[src/rtl/cam_tag_pkg.sv]
// Shared sizing and the FIFO entry type for the CAM tag result path.
// Optional feature macro used by cam_tag_collector: TAG_HIST_EN.
package cam_tag_pkg;

    localparam int TAG_W = 16;
    localparam int IDX_W = $clog2(TAG_W);
    localparam int CNT_W = 8;
    localparam int DEPTH = 4;

    typedef struct packed {
        logic [TAG_W-1:0] tag;
        logic             last;
    } tag_entry_t;

endpackage

[src/rtl/cam_tag_fifo.sv]
// Synchronous FIFO with occupancy counter; caller must not push when full
// without a same-cycle pop, nor pop when empty.
module cam_tag_fifo #(
    parameter int DEPTH = 4,
    parameter int W     = 17
) (
    input  logic                       CLK,
    input  logic                       rst,
    input  logic                       clr_i,
    input  logic                       push_i,
    input  logic [W-1:0]               din_i,
    input  logic                       pop_i,
    output logic [W-1:0]               dout_o,
    output logic                       full_o,
    output logic                       empty_o,
    output logic [$clog2(DEPTH+1)-1:0] count_o
);

    localparam int PTR_W = $clog2(DEPTH);
    localparam int OCC_W = $clog2(DEPTH+1);

    logic [W-1:0]     mem_q [DEPTH];
    logic [PTR_W-1:0] wr_ptr_q, wr_ptr_d;
    logic [PTR_W-1:0] rd_ptr_q, rd_ptr_d;
    logic [OCC_W-1:0] cnt_q, cnt_d;

    // DEPTH is a power of two, so pointers wrap by natural overflow.
    always_comb begin
        wr_ptr_d = wr_ptr_q;
        rd_ptr_d = rd_ptr_q;
        cnt_d    = cnt_q;
        if (push_i) wr_ptr_d = wr_ptr_q + PTR_W'(1);
        if (pop_i)  rd_ptr_d = rd_ptr_q + PTR_W'(1);
        case ({push_i, pop_i})
            2'b10:   cnt_d = cnt_q + OCC_W'(1);
            2'b01:   cnt_d = cnt_q - OCC_W'(1);
            default: cnt_d = cnt_q;
        endcase
    end

    always_ff @(posedge CLK or negedge rst) begin
        if (!rst) begin
            wr_ptr_q <= '0;
            rd_ptr_q <= '0;
            cnt_q    <= '0;
        end else if (clr_i) begin
            wr_ptr_q <= '0;
            rd_ptr_q <= '0;
            cnt_q    <= '0;
        end else begin
            wr_ptr_q <= wr_ptr_d;
            rd_ptr_q <= rd_ptr_d;
            cnt_q    <= cnt_d;
        end
    end

    always_ff @(posedge CLK) begin
        if (push_i) mem_q[wr_ptr_q] <= din_i;
    end

    assign dout_o  = mem_q[rd_ptr_q];
    assign full_o  = (cnt_q == OCC_W'(DEPTH));
    assign empty_o = (cnt_q == '0);
    assign count_o = cnt_q;

endmodule

[src/rtl/cam_tag_collector.sv]
// Buffers CAM tag words and emits decoded results (hit, lowest index, popcount).
// Define TAG_HIST_EN to add saturating per-row hit counters readable via hist_sel.
module cam_tag_collector
    import cam_tag_pkg::*;
(
    input  logic             CLK,
    input  logic             rst,
    input  logic             clr,
    input  logic [TAG_W-1:0] tag_in,
    input  logic             tag_valid,
    input  logic             tag_last,
    output logic             res_valid,
    input  logic             res_ready,
    output logic [TAG_W-1:0] res_tag,
    output logic             res_hit,
    output logic [IDX_W-1:0] res_idx,
    output logic [IDX_W:0]   res_cnt,
    output logic             res_last,
    output logic             ovf,
    input  logic [IDX_W-1:0] hist_sel,
    output logic [CNT_W-1:0] hist_cnt
);

    function automatic logic [IDX_W-1:0] low_idx(input logic [TAG_W-1:0] t);
        logic [IDX_W-1:0] r;
        r = '0;
        for (int i = TAG_W-1; i >= 0; i--) if (t[i]) r = IDX_W'(i);
        return r;
    endfunction

    function automatic logic [IDX_W:0] pop_cnt(input logic [TAG_W-1:0] t);
        logic [IDX_W:0] c;
        c = '0;
        for (int i = 0; i < TAG_W; i++) c = c + {{IDX_W{1'b0}}, t[i]};
        return c;
    endfunction

    tag_entry_t                  wr_entry, rd_entry;
    logic                        fifo_full, fifo_empty;
    logic [$clog2(DEPTH+1)-1:0]  fifo_count_unused;
    logic                        push, pop, drop;

    logic             res_valid_q;
    logic [TAG_W-1:0] res_tag_q;
    logic             res_hit_q, res_last_q, ovf_q;
    logic [IDX_W-1:0] res_idx_q;
    logic [IDX_W:0]   res_cnt_q;

    // Stream contract: a result transfers on a cycle with res_valid && res_ready;
    // while res_valid is high and res_ready low every res_* output holds steady,
    // and res_valid never depends combinationally on res_ready.
    assign pop  = !clr && !fifo_empty && (!res_valid_q || res_ready);
    assign push = !clr && tag_valid && (!fifo_full || pop);
    assign drop = !clr && tag_valid && fifo_full && !pop;

    assign wr_entry.tag  = tag_in;
    assign wr_entry.last = tag_last;

    cam_tag_fifo #(.DEPTH(DEPTH), .W($bits(tag_entry_t))) u_fifo (
        .CLK     (CLK),
        .rst     (rst),
        .clr_i   (clr),
        .push_i  (push),
        .din_i   (wr_entry),
        .pop_i   (pop),
        .dout_o  (rd_entry),
        .full_o  (fifo_full),
        .empty_o (fifo_empty),
        .count_o (fifo_count_unused)
    );

    always_ff @(posedge CLK or negedge rst) begin
        if (!rst) begin
            res_valid_q <= 1'b0;
            res_tag_q   <= '0;
            res_hit_q   <= 1'b0;
            res_idx_q   <= '0;
            res_cnt_q   <= '0;
            res_last_q  <= 1'b0;
            ovf_q       <= 1'b0;
        end else if (clr) begin
            res_valid_q <= 1'b0;
            res_tag_q   <= '0;
            res_hit_q   <= 1'b0;
            res_idx_q   <= '0;
            res_cnt_q   <= '0;
            res_last_q  <= 1'b0;
            ovf_q       <= 1'b0;
        end else begin
            if (pop) begin
                res_valid_q <= 1'b1;
                res_tag_q   <= rd_entry.tag;
                res_hit_q   <= |rd_entry.tag;
                res_idx_q   <= low_idx(rd_entry.tag);
                res_cnt_q   <= pop_cnt(rd_entry.tag);
                res_last_q  <= rd_entry.last;
            end else if (res_ready) begin
                res_valid_q <= 1'b0;
            end
            if (drop) ovf_q <= 1'b1;
        end
    end

    assign res_valid = res_valid_q;
    assign res_tag   = res_tag_q;
    assign res_hit   = res_hit_q;
    assign res_idx   = res_idx_q;
    assign res_cnt   = res_cnt_q;
    assign res_last  = res_last_q;
    assign ovf       = ovf_q;

`ifdef TAG_HIST_EN
    logic [CNT_W-1:0] hist_q [TAG_W];
    logic [CNT_W-1:0] hist_cnt_q;

    // Counters saturate so long sweeps never wrap back to small values.
    always_ff @(posedge CLK or negedge rst) begin
        if (!rst) begin
            for (int i = 0; i < TAG_W; i++) hist_q[i] <= '0;
            hist_cnt_q <= '0;
        end else if (clr) begin
            for (int i = 0; i < TAG_W; i++) hist_q[i] <= '0;
            hist_cnt_q <= '0;
        end else begin
            if (pop) begin
                for (int i = 0; i < TAG_W; i++)
                    if (rd_entry.tag[i] && (hist_q[i] != '1)) hist_q[i] <= hist_q[i] + CNT_W'(1);
            end
            hist_cnt_q <= hist_q[hist_sel];
        end
    end

    assign hist_cnt = hist_cnt_q;
`else
    logic hist_sel_unused;
    assign hist_sel_unused = ^hist_sel;
    assign hist_cnt        = '0;
`endif

endmodule
[config.mk]
export PLATFORM = sky130hd
export DESIGN_NAME = cam_tag_collector
export DESIGN_NICKNAME = d
export VERILOG_FILES = /design/src/rtl/cam_tag_pkg.sv /design/src/rtl/cam_tag_fifo.sv /design/src/rtl/cam_tag_collector.sv
export SDC_FILE = /design/constraint.sdc
export NUM_CORES = 1
export LEC_CHECK = 0
export CORE_AREA = 2 2 101 103
export DETAILED_ROUTE_END_ITERATION = 8
export DIE_AREA = 0 0 103 105
export PLACE_DENSITY = 0.71
export SLEW_MARGIN = 20
export SYNTH_ARGS = -nofsm -noshare
export SYNTH_HDL_FRONTEND = slang
export SYNTH_SLANG_ARGS = --single-unit
[constraint.sdc]
create_clock -name CLK -period 4.5 [get_ports CLK]
set_clock_uncertainty 0.15 [all_clocks]
set_input_delay 0.45 -clock CLK [delete_from_list [all_inputs] [get_ports CLK]]
set_output_delay 0.45 -clock CLK [all_outputs]
set_load 0.05 [all_outputs]
# ---- Word-level counts from Yosys, hierarchy flattened
# Memories as Yosys holds them, arrays and structs flattened.
# Index checks and enable logic that the tools add are counted.
# W data, S select, Z words.
dict set report totals {
  ff_bits 36
  ram_bits 68
  inputBits 26
  out_inout_bits 37
  word_cells 92
  memories 1
}
dict set report classes {
  addsub 19
  eq_ne 3
  muxes 39
  n_reduce_logical 20
}
# name words word_bits read_ports rd_ports_with_merged_regs write_ports line_no
set mem_list {}
lappend mem_list {u_fifo.mem_q 4 17 1 0 1 cam_tag_fifo.sv:22} ;# logic [W-1:0] mem_q [DEPTH];
# operator count
set op_table {}
lappend op_table {{$mux W4} 18}
lappend op_table {{$add A5 B1 Y5} 11}
lappend op_table {{$mux W16} 2}
lappend op_table {{$reduce_or A16 Y1} 1}
lappend op_table {{$mux W1} 11}
lappend op_table {{$mux W5} 2}
lappend op_table {{$mux W2} 4}
lappend op_table {{$logic_and A1 B1 Y1} 6}
lappend op_table {{$pmux W3 S2} 1}
lappend op_table {{$reduce_bool A2 Y1} 3}
lappend op_table {{$reduce_bool A3 Y1} 2}
lappend op_table {{$add A4 B1 Y5} 1}
lappend op_table {{$logic_not A1 Y1} 5}
lappend op_table {{$add A2 B1 Y2 const B} 2}
lappend op_table {{$add A3 B1 Y4} 1}
lappend op_table {{$add A2 B1 Y3} 1}
lappend op_table {{$add A3 B1 Y3 const B} 1}
lappend op_table {{$eq A3 B3 Y1 const B} 1}
lappend op_table {{$logic_not A3 Y1} 1}
lappend op_table {{$mux W3} 1}
lappend op_table {{$sub A3 B1 Y3 const B} 1}
lappend op_table {{$add A1 B1 Y2} 1}
lappend op_table {{$eq A2 B1 Y1 const B} 1}
lappend op_table {{$eq A2 B2 Y1 const B} 1}
lappend op_table {{$logic_or A1 B1 Y1} 2}

# ---- Longest topological paths before layout
# An unclocked memory read counts as a cell.
dict set report logic_depth {
  ltp_word 19
  depth_mapped 17
  depth_no_buf 15
}

# ---- Modules after synthesis
# From an unflattened synthesis, not the netlist that was laid out.
dict set report hier_totals {
  hier_cells 313
  area_unflattened_um2 4640.7
}
# module instances cells_per_inst area_per_inst_um2 seq_area_each_um2
set by_module_without_submodules {}
lappend by_module_without_submodules {cam_tag_fifo 1 130 2925.3 2217.1}
lappend by_module_without_submodules {cam_tag_collector 1 183 1715.4 725.7}

# ---- Least setup slack after synthesis
# OpenSTA, ideal clock, no wires.
dict set report synth_path {
  path_type {reg2reg}
  startpoint {reg u_fifo.rd_ptr_q[1]}
  endpoint {reg res_cnt_q[4], in the netlist res_cnt[4]}
  setup_time_ns 0.136
  t_arrival_ns 4.096
  required_ns 4.214
  setup_slack_ns 0.117
  path_stages_with_launch 15
  n_path_buf 2
  period_less_slack_ns 4.383
  cell_sequence {dfrtp_1 -> clkbuf_1 -> buf_2 -> mux4_2 -> inv_1 -> fa_1 -> fa_1 -> fa_1 -> fa_1 -> inv_1 -> ha_1 -> fa_1 -> a21o_1 -> nand3_1 -> a21oi_1}
}
dict set report synth_between {
  elab_chain_len 18
}
# item line_no
set synth_rtl {}
lappend synth_rtl {{start: declaration} cam_tag_fifo.sv:24} ;# logic [PTR_W-1:0] rd_ptr_q, rd_ptr_d;
lappend synth_rtl {{start signal: assignment} cam_tag_fifo.sv:52} ;# rd_ptr_q <= rd_ptr_d;
lappend synth_rtl {{$mem_v2 Z4 W17 (*)} n/a}
lappend synth_rtl {{$add A1 B1 Y2} cam_tag_collector.sv:34} ;# for (int i = 0; i < TAG_W; i++) c = c + {{IDX_W{1'b0}}, t[i]};
lappend synth_rtl {{$add A2 B1 Y3} cam_tag_collector.sv:34}
lappend synth_rtl {{$add A3 B1 Y4} cam_tag_collector.sv:34}
lappend synth_rtl {{$add A4 B1 Y5} cam_tag_collector.sv:34}
lappend synth_rtl {{$add A5 B1 Y5 (10 in a row)} cam_tag_collector.sv:34}
lappend synth_rtl {{$add A5 B1 Y5 (*)} cam_tag_collector.sv:34}
lappend synth_rtl {{$mux W5 (*)} cam_tag_collector.sv:90} ;# if (pop) begin
lappend synth_rtl {{$mux W5 (*)} cam_tag_collector.sv:81} ;# end else if (clr) begin
lappend synth_rtl {{end signal: assignment} cam_tag_collector.sv:95} ;# res_cnt_q <= pop_cnt(rd_entry.tag);
lappend synth_rtl {{end: declaration} cam_tag_collector.sv:47} ;# logic [IDX_W:0] res_cnt_q;
# Every way passes the cells marked *; elsewhere a longest branch is shown, timed or not. The select of a mux whose other input is x is not followed.
# A chain may end at the register's enable or synchronous reset.

# ---- Worst setup path in the final report
dict set report layout_path {
  startpoint {reg u_fifo.rd_ptr_q[0]}
  endpoint {reg res_cnt_q[3], in the netlist res_cnt[3]}
}
# The elaborated chain is that of the path after synthesis.

==> results.md <==
* Status: completed
* Layout cells sized above 1 at 0.1394
* Synth Flop Type: edfxtp_1
* Wirelength, routed at 8546 µm
* DRC viols at 0
* Fin. Hold Viols at 0
* CP Capture Type: flop
* Top Ports at 63
* Post-synthesis cell area at 0.004689 mm²
* Die area at 0.01082 mm²
* Area share of the leading cell type in the synthesized netlist at 0.4354
* CP Data Required Time at 4640 ps
* Post-synthesis sequential area ratio at 0.6275
* Die Ht at 105 µm
* Largest family of logic cells by synthesized area: simple AND/OR/NAND/NOR gates
* Number of synthesized flops with an enable pin at 68
* Post-synth cell types at 45
* Synth top area cells: edfxtp_1 44%, dfrtp_1 19%, mux4_2 5.3%
* RR Startpoint: u_fifo.rd_ptr_q[0]
* CTS sink cnt at 104
* Post-synthesis cell count at 342
* Multi-input logic area at 0.001531 mm²
* Antenna violations before repair at 0
* # H-tree levels at 3
* Largest net degree at the start of global routing at 39
* Top cell type by total area after synthesis: edfxtp_1
* Vias per std cell at 5.094
* R2R cell count at 14
* Capturing point of the worst reg2reg path: res_cnt[3]
* CTS Buf Count at 9
* Gr usage total at 0.1725
* Top-count cell post-synth: edfxtp_1
* Fmax at 232.3 MHz
* CTS Buffer Depth at 2
* First-pass GRT wire length at 13990 µm
* Synth Area in XOR/XNOR at 0.009338
* Placed Area at 0.005353 mm²
* Avg Inst Size Synth at 13.71 µm²
* Final period util at 0.9567
* Clock slew at reported path FFs at 110 ps
* Critical Path Start Type: flop
* Fillers at 804
* Worst relative slew slack at 0.3719
* Width of the die at 103 µm
* CP Max Fanout at 13
* Via count at 2761
* Max Cap Viol at 0
* Post-synthesis mux area share at 0.08645
* Most frequent cells after synthesis: 68 x edfxtp_1, 49 x nand2_1, 36 x dfrtp_1, 30 x inv_1, 26 x a21oi_1
* WP data arrival at 4450 ps
* CTS root buf: clkbuf_8
* Warnings, synthesis at 0
* Clock Latency Late Sink at 350 ps
* Area grow syn2layout at 19.18%
* Starting density of the core at 0.4865
* Cts hold-fix bufs at 0
* Worst Tran Pin Value at 942.1 ps
* Gr ovfl total at 0
* Tmin final at 4305 ps
* Post-route cell area at 0.005589 mm²
* Endpoints failing setup at 0
* Antenna Cells at 0
* Simple-Gate Fraction of Synth Area at 0.08858
* Port Buf Inserts at 50
* Final net count at 451
* Final Max Slew Viols at 0
* DP HPWL at 5842 µm
* Rows at 36
* Asr flop ratio synth at 0.3462
* Antenna-violating nets left at 0
* Setup CP Type: flop to flop
* Core ar. at 0.009639 mm²
* Worst R2R Setup Slack at 190 ps
* Hold Path Class: input pin to asynchronous set/reset pin
* Post-synthesis compound-gate area fraction at 0.06137
* Initial drt markers at 160
* Register area at 0.002943 mm²
* Post-DR wirelength/cell at 15.77 µm
* CTS tree: done
* Vias in the first global route at 2776
* Adder-cell share of the synthesized area at 0.07364
* DR pass1 iterations at 4
* FF+latch count, synth at 104
* Final GP Congestion at 0.7918
[how the worst max path moves through the flow]
stage,from,to,slack [ps],cells past startpoint
4_1_cts,u_fifo.rd_ptr_q[0],res_cnt[2],70,12
3_3_place_gp,u_fifo.rd_ptr_q[0],res_cnt[4],90,13
6_report,u_fifo.rd_ptr_q[0],res_cnt[3],190,14
2_1_floorplan,u_fifo.rd_ptr_q[1],res_cnt[4],120,14
5_1_grt,u_fifo.rd_ptr_q[0],res_cnt[3],-4,14
3_5_place_dp,u_fifo.rd_ptr_q[0],res_cnt[4],90,13
[worst max-delay path: stages (launching register included)]
cell and delay, ps:
dfrtp_1 400, buf_12 170, mux4_1 610, inv_2 110, fa_1 400, fa_1 460, fa_1 430, fa_1 510
inv_1 70, ha_1 290, a21o_1 170, a21oi_2 140, xnor2_1 120, nand2_1 70, a21oi_1 130
[repair_timing]
item	in CTS	in global routing
resized for setup	0	8
buffers inserted	0	6
endpoints found under the setup margin	0	3
[final cells by class]
class | count | share of cell area
repair buffers | 67 | 0.1160
inverters | 30 | 0.02015
clock buffers | 9 | 0.02216
clock inverters | 7 | 0.01142
flip-flops and latches | 104 | 0.5265
multi-input cells | 192 | 0.2740
well taps | 133 | 0.02977
[routing by layer]
| layer | share of wire | up-vias | global-route usage |
|---|---|---|---|
| li1 | - | 1320 | - |
| met1 | 0.47 | 1379 | 0.2470 |
| met2 | 0.48 | 52 | 0.2667 |
| met3 | 0.028 | 10 | 0.03144 |
| met4 | 0.013 | 0 | 0.05827 |
| met5 | 0 | - | 0 |
[cells in the final DEF (no fill, tap or decap), drive strengths merged, types with 2 or more instances in the layout]
cell type	netlist	final
a211oi	2	2
a21o	2	2
a21oi	26	26
and2	4	4
buf	12	18
clkbuf	11	9
clkdlybuf4s50	0	49
clkinv	0	2
clkinvlp	0	2
conb	1	8
dfrtp	36	36
edfxtp	68	68
fa	11	11
ha	10	10
inv	30	33
mux4	17	17
nand2	49	49
nand3	4	4
nor2	18	18
nor3	5	5
nor4	3	3
o2111ai	2	2
o21ai	7	7
or2	3	3
xnor2	4	4
[state kept, by name, indices dropped and copies added, names as in the netlist]
register         count
u_fifo.rd_ptr_q      2
u_fifo.count_o       3
res_idx              4
res_valid            1
res_tag             16
res_cnt              5
res_hit              1
u_fifo.mem_q        68
u_fifo.wr_ptr_q      2
ovf                  1
res_last             1
[kinds of logic (layout without fill, tap and decap cells)]
| logic type | after synthesis | count (layout) |
|---|---|---|
| other | 1 | 8 |
| buffers and inverters | 53 | 113 |
| DFF | 104 | 104 |
| and+or+nand+nor | 93 | 93 |
| muxes | 17 | 17 |
| adders and majority gates | 21 | 21 |
| xor gates and xnor gates | 5 | 5 |
| AOI/OAI and AO/OA | 48 | 48 |
[metrics by stage]
stage / setup TNS, ps / hold WS (ps) / cells / worst slack, ps / util
final: 0 / 24.94 / 542 / 194.9 / 0.5798
after global routing: -3.693 / 99.89 / 542 / -3.693 / 0.5798
after CTS: 0 / 39.47 / 536 / 68.49 / 0.5748
after detailed placement: 0 / 357.8 / 520 / 86.85 / 0.5553
after global placement: 0 / 342.8 / 520 / 85.20 / 0.5553
after floorplan: 0 / 4.409 / 349 / 117.1 / -
Power is left out: the tool's default activity adds up to more than one toggle a clock period on the data nets, which glitch-free logic cannot reach.
